<file path="config.mk">
export PLATFORM = sky130hd
export DESIGN_NAME = mc_control_fsm
export DESIGN_NICKNAME = d
export VERILOG_FILES = /design/src/rtl/mips_ctrl_pkg.sv /design/src/rtl/mc_control_fsm.sv
export SDC_FILE = /design/constraint.sdc
export NUM_CORES = 1
export LEC_CHECK = 0
export CAP_MARGIN = 20
export CELL_PAD_IN_SITES_DETAIL_PLACEMENT = 0
export CELL_PAD_IN_SITES_GLOBAL_PLACEMENT = 2
export CORE_UTILIZATION = 23
export DETAILED_ROUTE_END_ITERATION = 6
export GPL_ROUTABILITY_DRIVEN = 0
export GPL_TIMING_DRIVEN = 0
export PLACE_DENSITY_LB_ADDON = 0.1
export REMOVE_ABC_BUFFERS = 1
export SETUP_SLACK_MARGIN = 0.02
export SYNTH_ARGS = -nofsm -noshare
export SYNTH_HDL_FRONTEND = slang
export SYNTH_SLANG_ARGS = --single-unit
</file>
<file path="constraint.sdc">
create_clock -name clk -period 2.1 [get_ports clk]
set_clock_uncertainty 0.2 [all_clocks]
set_input_delay 0.42 -clock clk [delete_from_list [all_inputs] [get_ports clk]]
set_output_delay 0.42 -clock clk [all_outputs]
set_load 0.02 [all_outputs]
</file>
<file path="src/rtl/mips_ctrl_pkg.sv">
// Shared encodings for the multi-cycle MIPS main control unit:
// opcodes, FSM state encoding and datapath select values.
package mips_ctrl_pkg;

  localparam logic [4:0] OP_RTYPE = 5'h00;
  localparam logic [4:0] OP_LW    = 5'h01;
  localparam logic [4:0] OP_SW    = 5'h02;
  localparam logic [4:0] OP_BEQ   = 5'h03;
  localparam logic [4:0] OP_ADDI  = 5'h04;
  localparam logic [4:0] OP_J     = 5'h05;
  localparam logic [4:0] OP_HALT  = 5'h1F;

  typedef enum logic [3:0] {
    S_IDLE   = 4'd0,
    S_FETCH  = 4'd1,
    S_DECODE = 4'd2,
    S_EXEC_R = 4'd3,
    S_EXEC_I = 4'd4,
    S_ADDR   = 4'd5,
    S_MEM_RD = 4'd6,
    S_MEM_WR = 4'd7,
    S_WB_R   = 4'd8,
    S_WB_I   = 4'd9,
    S_WB_MEM = 4'd10,
    S_BRANCH = 4'd11,
    S_JUMP   = 4'd12,
    S_HALT   = 4'd13
  } state_t;

  localparam logic [1:0] SRCB_B       = 2'd0;
  localparam logic [1:0] SRCB_FOUR    = 2'd1;
  localparam logic [1:0] SRCB_IMM     = 2'd2;
  localparam logic [1:0] SRCB_IMM_SH2 = 2'd3;

  localparam logic [1:0] ALUOP_ADD   = 2'd0;
  localparam logic [1:0] ALUOP_SUB   = 2'd1;
  localparam logic [1:0] ALUOP_FUNCT = 2'd2;

  localparam logic [1:0] PCSRC_ALU    = 2'd0;
  localparam logic [1:0] PCSRC_ALUOUT = 2'd1;
  localparam logic [1:0] PCSRC_JUMP   = 2'd2;

  function automatic logic op_is_legal(input logic [4:0] op);
    return (op == OP_RTYPE) || (op == OP_LW) || (op == OP_SW) || (op == OP_BEQ) ||
           (op == OP_ADDI) || (op == OP_J) || (op == OP_HALT);
  endfunction

endpackage

</file>
<file path="src/rtl/mc_control_fsm.sv">
// Multi-cycle main control FSM: sequences fetch/decode/execute/memory/write-back,
// decodes datapath strobes from the state register and counts retired instructions.
module mc_control_fsm
  import mips_ctrl_pkg::*;
#(
  parameter int CNT_W = 16
) (
  input  logic             clk,
  input  logic             rst,
  input  logic [4:0]       Op,
  input  logic             zero,
  input  logic             mem_ready,
  output logic             mem_read,
  output logic             mem_write,
  output logic             iord,
  output logic             ir_write,
  output logic             pc_write,
  output logic             pc_write_cond,
  output logic             reg_write,
  output logic             reg_dst,
  output logic             mem_to_reg,
  output logic             alu_src_a,
  output logic [1:0]       alu_src_b,
  output logic [1:0]       alu_op,
  output logic [1:0]       pc_src,
  output logic             instr_done,
  output logic             illegal_op,
  output logic             halted,
  output logic [CNT_W-1:0] instr_count,
  output logic [3:0]       state
);

  state_t           r_state;
  state_t           w_next;
  logic             r_is_store;
  logic             r_halt_entry;
  logic             r_illegal;
  logic [CNT_W-1:0] r_count;
  logic             w_op_legal;
  logic             w_unused_zero;

  // The branch decision is made in the datapath (zero gates pc_write_cond).
  assign w_unused_zero = zero;
  assign w_op_legal    = op_is_legal(Op);

  always_comb begin
    w_next = r_state;
    case (r_state)
      S_IDLE:   w_next = S_FETCH;
      S_FETCH:  if (mem_ready) w_next = S_DECODE;
      S_DECODE: begin
        case (Op)
          OP_RTYPE:     w_next = S_EXEC_R;
          OP_LW, OP_SW: w_next = S_ADDR;
          OP_ADDI:      w_next = S_EXEC_I;
          OP_BEQ:       w_next = S_BRANCH;
          OP_J:         w_next = S_JUMP;
          OP_HALT:      w_next = S_HALT;
          default:      w_next = S_FETCH;
        endcase
      end
      S_EXEC_R: w_next = S_WB_R;
      S_EXEC_I: w_next = S_WB_I;
      S_ADDR:   w_next = r_is_store ? S_MEM_WR : S_MEM_RD;
      S_MEM_RD: if (mem_ready) w_next = S_WB_MEM;
      S_MEM_WR: if (mem_ready) w_next = S_FETCH;
      S_WB_R, S_WB_I, S_WB_MEM, S_BRANCH, S_JUMP: w_next = S_FETCH;
      S_HALT:   w_next = S_HALT;
      default:  w_next = S_IDLE;
    endcase
  end

  always_comb begin
    mem_read      = 1'b0;
    mem_write     = 1'b0;
    iord          = 1'b0;
    ir_write      = 1'b0;
    pc_write      = 1'b0;
    pc_write_cond = 1'b0;
    reg_write     = 1'b0;
    reg_dst       = 1'b0;
    mem_to_reg    = 1'b0;
    alu_src_a     = 1'b0;
    alu_src_b     = SRCB_B;
    alu_op        = ALUOP_ADD;
    pc_src        = PCSRC_ALU;
    instr_done    = 1'b0;
    halted        = 1'b0;
    case (r_state)
      S_FETCH: begin
        mem_read  = 1'b1;
        alu_src_b = SRCB_FOUR;
        ir_write  = mem_ready;
        pc_write  = mem_ready;
      end
      S_DECODE: begin
        alu_src_b  = SRCB_IMM_SH2;
        instr_done = !w_op_legal;
      end
      S_EXEC_R: begin
        alu_src_a = 1'b1;
        alu_op    = ALUOP_FUNCT;
      end
      S_EXEC_I, S_ADDR: begin
        alu_src_a = 1'b1;
        alu_src_b = SRCB_IMM;
      end
      S_MEM_RD: begin
        mem_read = 1'b1;
        iord     = 1'b1;
      end
      S_MEM_WR: begin
        mem_write  = 1'b1;
        iord       = 1'b1;
        instr_done = mem_ready;
      end
      S_WB_R: begin
        reg_write  = 1'b1;
        reg_dst    = 1'b1;
        instr_done = 1'b1;
      end
      S_WB_I: begin
        reg_write  = 1'b1;
        instr_done = 1'b1;
      end
      S_WB_MEM: begin
        reg_write  = 1'b1;
        mem_to_reg = 1'b1;
        instr_done = 1'b1;
      end
      S_BRANCH: begin
        alu_src_a     = 1'b1;
        alu_op        = ALUOP_SUB;
        pc_write_cond = 1'b1;
        pc_src        = PCSRC_ALUOUT;
        instr_done    = 1'b1;
      end
      S_JUMP: begin
        pc_write   = 1'b1;
        pc_src     = PCSRC_JUMP;
        instr_done = 1'b1;
      end
      S_HALT: begin
        halted     = 1'b1;
        instr_done = r_halt_entry;
      end
      default: ;
    endcase
  end

  always_ff @(posedge clk or posedge rst) begin
    if (rst) begin
      r_state      <= S_IDLE;
      r_is_store   <= 1'b0;
      r_halt_entry <= 1'b0;
      r_illegal    <= 1'b0;
      r_count      <= '0;
    end else begin
      r_state      <= w_next;
      // HALT retires only on its entry cycle, so remember that we just arrived.
      r_halt_entry <= (r_state == S_DECODE) && (Op == OP_HALT);
      if (r_state == S_DECODE) begin
        r_is_store <= (Op == OP_SW);
        if (!w_op_legal) r_illegal <= 1'b1;
      end
      if (instr_done) r_count <= r_count + CNT_W'(1);
    end
  end

  assign illegal_op  = r_illegal;
  assign instr_count = r_count;
  assign state       = r_state;

endmodule

</file>
# Word-level counts from Yosys, hierarchy flattened
# Index checks and enable logic that the tools add are counted.
dict set report totals {
  regBits 23
  out_inout_bits 39
  in_bits 9
  word_cells 70
}
dict set report classes {
  bitwise 1
  addsub 1
  n_eq_ne 22
  reduce_logical 20
  n_mux 21
}
# op count
set op_table {}
lappend op_table {{one-hot mux 4 bit (9 select lines)} 1}
lappend op_table {{== test 4 bit, second input constant} 6}
lappend op_table {{one-hot mux 4 bit (6 select lines)} 1}
lappend op_table {{adder 16 x 1 -> 16 bit, second input constant} 1}
lappend op_table {{== test 4 x 3 -> 1 bit, second input constant} 4}
lappend op_table {{two-way mux 4 bit} 3}
lappend op_table {{two-way mux 1 bit} 11}
lappend op_table {{== test 5 x 2 -> 1 bit, second input constant} 2}
lappend op_table {{== test 5 x 3 -> 1 bit, second input constant} 2}
lappend op_table {{== test 4 x 2 -> 1 bit, second input constant} 2}
lappend op_table {{one-hot mux 2 bit (2 select lines)} 2}
lappend op_table {{OR reduction 2 bit} 4}
lappend op_table {{logical OR 1 bit} 6}
lappend op_table {{inequality test 2 bit, second input constant} 3}
lappend op_table {{one-hot mux 2 bit (3 select lines)} 1}
lappend op_table {{OR reduction 6 bit} 1}
lappend op_table {{== test 5 x 1 -> 1 bit, second input constant} 1}
lappend op_table {{== test 5 bit, second input constant} 1}
lappend op_table {{zero test 5 bit} 1}
lappend op_table {{OR reduction 5 bit} 1}
lappend op_table {{== test 4 x 1 -> 1 bit, second input constant} 1}
lappend op_table {{zero test 4 bit} 1}
lappend op_table {{one-hot mux 1 bit (4 select lines)} 1}
lappend op_table {{OR reduction 4 bit} 1}
lappend op_table {{7 further kinds} 7}

# Depth between registers and ports, before layout
dict set report logic_depth {
  word_depth 9
  depth_mapped 7
  depth_no_buf 5
}

# Worst setup path after synthesis
# Ideal clock, no wire load.
dict set report synth_path {
  path_kind {reg2out}
  start {register r_state[0] (netlist: state[0])}
  end {output port instr_done}
  setup_slack_ns -0.265
  required_time_ns 1.480
  t_arrival_ns 1.745
  path_stages_with_launch 7
  path_buffers 2
  path_cell_list {dfrtp_1 > or4b_4 > nor2_2 > a222oi_1 > buf_2 > buf_4 > inv_1}
}
dict set report synth_via {
  elab_chain_len 3
  word_cells_on_any_way 10
  cone_classes {eq/ne (8); mux (1); reduce/logical (1)}
}
# element line_no
set synth_lines {}
lappend synth_lines {{start: declaration} mc_control_fsm.sv:33} ;# state_t r_state;
lappend synth_lines {{start signal: assignment} mc_control_fsm.sv:159} ;# r_state <= w_next;
lappend synth_lines {{== test 4 bit} mc_control_fsm.sv:89} ;# case (r_state)
lappend synth_lines {{OR reduction 5 bit (no line)} n/a}
lappend synth_lines {{one-hot mux 1 bit (4 select lines) (*)} mc_control_fsm.sv:89}
lappend synth_lines {{end: declaration} mc_control_fsm.sv:26} ;# output logic instr_done,
# Mark *: on every way between the ends. The rest lies on a longest branch, timed or not.

# Worst setup path in the final report
dict set report layout_path {
  start {register r_state[2] (netlist: state[2])}
  end {output port instr_done}
}
# Same word-level chain as after synthesis.

==> results.rst <==
.. list-table::
   :header-rows: 1

   * - Metric
     - Value
   * - Run status
     - finished, violations left
   * - Violated checks
     - setup timing
   * - Kind of critical path
     - reg -> out
   * - Mean instance size in the synthesized netlist
     - 8.85 um2
   * - Initial standard-cell utilization of the core
     - 23.8%
   * - Die width
     - 80.2 um
   * - Pin count of the biggest net entering global routing
     - 24
   * - Hold crit path type
     - reg -> reg
   * - Hold wc startpoint
     - instr_count[15]$_DFFE_PP0P_
   * - Number of hold violations in the final report
     - 0
   * - P per Cell Area
     - 1610 nW/um2
   * - Crit. path cell count
     - 6
   * - Clock root buffer master
     - sky130_fd_sc_hd__clkbuf_8
   * - Launch instance of the worst register-to-register path
     - state[2]$_DFFE_PP0P_
   * - Crit path required time
     - 1.48 ns
   * - Number of flops mapped to enable cells by yosys
     - 0
   * - Setup-violating endpoint count in the final report
     - 16
   * - Die outline area
     - 6440 um2
   * - Proportion of total power due to net switching
     - 48.1%
   * - Post-layout net count
     - 234
   * - Largest fanout on the critical path
     - 4
   * - Maximum frequency from static timing analysis
     - 410 MHz
   * - Cell type contributing the most total cell area after synthesis
     - sky130_fd_sc_hd__dfrtp_1
   * - Cell with the most instances after synthesis
     - sky130_fd_sc_hd__dfrtp_1
   * - Area share of the largest cell type after synthesis
     - 40.9%
   * - I/O pin count
     - 48
   * - Port bufs
     - 46
   * - Synth warn
     - 0
   * - Slowest stage cell, crit path
     - sky130_fd_sc_hd__or4b_4
   * - Antenna violations before repair
     - 0
   * - Cell count after synthesis
     - 159
   * - Slew Viols, Final
     - 0
   * - Worst-case headroom to the max-slew limit
     - 37.2%
   * - Bufs on Longest Clock Path
     - 2
   * - N_diodes
     - 0
   * - CP cell instances
     - or4b_4, nor2_4, a222oi_1, buf_2, inv_2, buf_6
   * - Post-DP HPWL
     - 2720 um
   * - Switching power
     - 1.84 mW
   * - Maximum level of the CTS H-tree
     - 1
   * - DP Worst Slack
     - -1.48 ns
   * - Largest vdd supply drop
     - 0.910 mV
   * - Final clock period utilization by the worst path
     - 116%
   * - Number of vias in the routed layout
     - 1449
   * - Remaining number of nets flagged by the antenna check after routing
     - 0
   * - Count of clock tree sinks
     - 23
   * - Share of total power in the clock network
     - 7.4%
   * - CP delay by family, top
     - simple AND/OR/NAND/NOR gates
   * - Min Tclk post-route
     - 2.44 ns
   * - Buffer and inverter count on the worst path
     - 3
   * - Overflow left after global routing
     - 0
   * - Cell types with the largest area share after synthesis
     - sky130_fd_sc_hd__dfrtp_1 41%, sky130_fd_sc_hd__xor2_1 8.1%, sky130_fd_sc_hd__nor3_1 4.6%
   * - Hold_ws
     - 0.278 ns
   * - Post-synthesis cell area
     - 1410 um2
   * - Slew at the pin with the worst max-slew slack
     - 0.941 ns
   * - Int Power
     - 1.99 mW
   * - Part of the power in registers
     - 23.4%
   * - Combinational Power Share
     - 69.2%
   * - Leak
     - 1.02 nW
   * - Source-to-sink clock delay at the later pin of the worst-skew pair
     - 0.27 ns
   * - Number of cells on the worst reg-to-reg path
     - 7
   * - R2R Path End
     - instr_count[14]$_DFFE_PP0P_
   * - Number of global-route vias before repair
     - 1499
   * - Count of unique library cells instantiated by Yosys
     - 40
   * - Type of element capturing the critical path
     - output port
   * - Number of DRC markers in iteration 0
     - 31
   * - Synth-to-layout area growth
     - 68.7%
   * - RSZ-0062 raised after global routing
     - yes
   * - Destination of the critical timing path
     - instr_done
   * - Clock-pin slew reported for the worst setup and hold paths after clock tree synthesis
     - 0.08 ns
   * - First-pass iteration count of the detailed router
     - 4
   * - Number of flip-flops and latches in the synthesized netlist
     - 23
   * - Post-layout worst setup margin
     - -0.340 ns
   * - TritonCTS clock tree
     - built
   * - Cell types with the highest counts after synthesis
     - 23 x sky130_fd_sc_hd__dfrtp_1, 15 x sky130_fd_sc_hd__nand2_1, 13 x sky130_fd_sc_hd__nor2_1, 13 x sky130_fd_sc_hd__nor3_1, 13 x sky130_fd_sc_hd__xor2_1
   * - Per-cell routed wire length
     - 14.6 um
   * - DRC viols
     - 0
   * - Share of post-route cells with drive strength above 1
     - 38.6%
   * - Wire length of the first global-routing pass
     - 7180 um
   * - Number of buffers inserted during clock tree synthesis
     - 3
   * - Register-to-Register Setup Slack
     - -0.17 ns
   * - Max stage delay on crit path
     - 0.55 ns
   * - Max-cap violations
     - 0
   * - Proportion of synthesized chip area in sequential cells
     - 40.9%
   * - Num rows
     - 28
   * - Prevailing post-synth register cell
     - sky130_fd_sc_hd__dfrtp_1
   * - Die boundary height
     - 80.2 um
   * - Beginning of the critical path
     - state[2]$_DFFE_PP0P_
   * - Wire length reported by the detailed router
     - 4350 um
   * - Type of origin of the critical path
     - register
   * - CORE AREA
     - 5920 um2
   * - Routed vias/inst
     - 4.86
   * - Critical Path AT
     - 1.82 ns
   * - GRT Util Overall
     - 14.5%
   * - Share of flip-flops with an asynchronous set or reset after synthesis
     - 100%
==> power by group through the flow <==
stage | sequential (mW) | clock [mW] | combinational, mW
4_1_cts | 0.891 | 0.292 | 2.55
3_5_place_dp | 1.01 | 0 | 1.85
6_report | 0.895 | 0.284 | 2.65
5_1_grt | 0.935 | 0.305 | 2.86
2_1_floorplan | 1.14 | 0 | 0.823
3_3_place_gp | 0.997 | 0 | 1.81
==> cell families after synthesis <==
family / after synthesis / share of synthesized area (%)
adders and majority gates: 1 / 0.889
DFF: 23 / 40.9
and+or+nand+nor: 78 / 30.1
AOI/OAI and AO/OA: 24 / 11.4
muxes: 2 / 1.51
buffers and inverters: 14 / 4.62
xor gates and xnor gates: 17 / 10.6
==> metrics by stage <==
step | cell area [um2] | power [mW] | utilization (%) | instances | setup TNS [ns]
3_5_place_dp | 1930 | 2.86 | 32.5 | 273 | -21.92
6_report | 2370 | 3.83 | 40.1 | 298 | -0.993
4_1_cts | 2310 | 3.73 | 39.0 | 296 | -2.28
3_3_place_gp | 1910 | 2.81 | 32.3 | 270 | -43.36
2_1_floorplan | 1360 | 1.96 | - | 149 | -17.28
5_1_grt | 2370 | 4.10 | 40.1 | 298 | -2.60
==> how the worst min path moves through the flow <==
stage	end	slack, ns	cells after the start
3_3_place_gp	instr_count[15]$_DFFE_PP0P_	0.26	1
6_report	instr_count[15]$_DFFE_PP0P_	0.28	1
3_5_place_dp	instr_count[15]$_DFFE_PP0P_	0.27	1
2_1_floorplan	illegal_op$_DFFE_PP0P_	0.22	1
5_1_grt	instr_count[15]$_DFFE_PP0P_	0.29	1
4_1_cts	instr_count[15]$_DFFE_PP0P_	0.28	1
==> metal layers <==
layer | global-route usage, % | part of all wire [%] | routed length (um) | vias to the layer above
met5 | 0 | 0 | 0 | -
met4 | 4.46 | 0.83 | 36 | 0
met3 | 1.48 | 2.8 | 123 | 2
met2 | 25.1 | 50 | 2160 | 33
met1 | 18.7 | 47 | 2030 | 729
li1 | - | - | - | 685
==> final cells by class <==
class,instances,area [um2]
Sequential cell,23,587
Inverter,4,18.8
Timing Repair Buffer,70,638
Clock inverter,1,5.00
Tap cell,75,93.8
Multi-Input combinational cell,122,991
Fill cell,594,3550
Clock buffer,3,41.3
==> layout by cell type, fill, tap and decap left out, types with 3 or more instances in the layout <==
cell type,n
sky130_fd_sc_hd__dfrtp_2,3
sky130_fd_sc_hd__nor3_4,9
sky130_fd_sc_hd__clkdlybuf4s15_2,4
sky130_fd_sc_hd__xor2_1,13
sky130_fd_sc_hd__xnor2_1,3
sky130_fd_sc_hd__clkbuf_8,3
sky130_fd_sc_hd__nor2_4,5
sky130_fd_sc_hd__nand2_1,15
sky130_fd_sc_hd__dfrtp_1,18
sky130_fd_sc_hd__nor2_2,4
sky130_fd_sc_hd__buf_2,5
sky130_fd_sc_hd__nor2_1,5
sky130_fd_sc_hd__buf_4,19
sky130_fd_sc_hd__o21ai_0,4
sky130_fd_sc_hd__nand2b_1,4
sky130_fd_sc_hd__clkdlybuf4s50_1,19
sky130_fd_sc_hd__nor3_1,6
sky130_fd_sc_hd__a21oi_1,7
sky130_fd_sc_hd__dlygate4sd2_1,9
sky130_fd_sc_hd__buf_6,9
sky130_fd_sc_hd__nand3_1,7
==> state kept, by name (all words and copies together) (netlist names) <==
signal        cells
illegal_op        1
r_halt_entry      1
r_is_store        1
instr_count      16
state             4
==> repair_timing <==
action                     in CTS  in global routing
gates cloned                    0                  0
hold buffers                    0                  0
buffers inserted               27                  5
setup endpoints to repair      40                 35
gates resized for setup       138                 20
pin swaps                      26                 14
No activity file was read; power rests on OpenSTA's default activity.
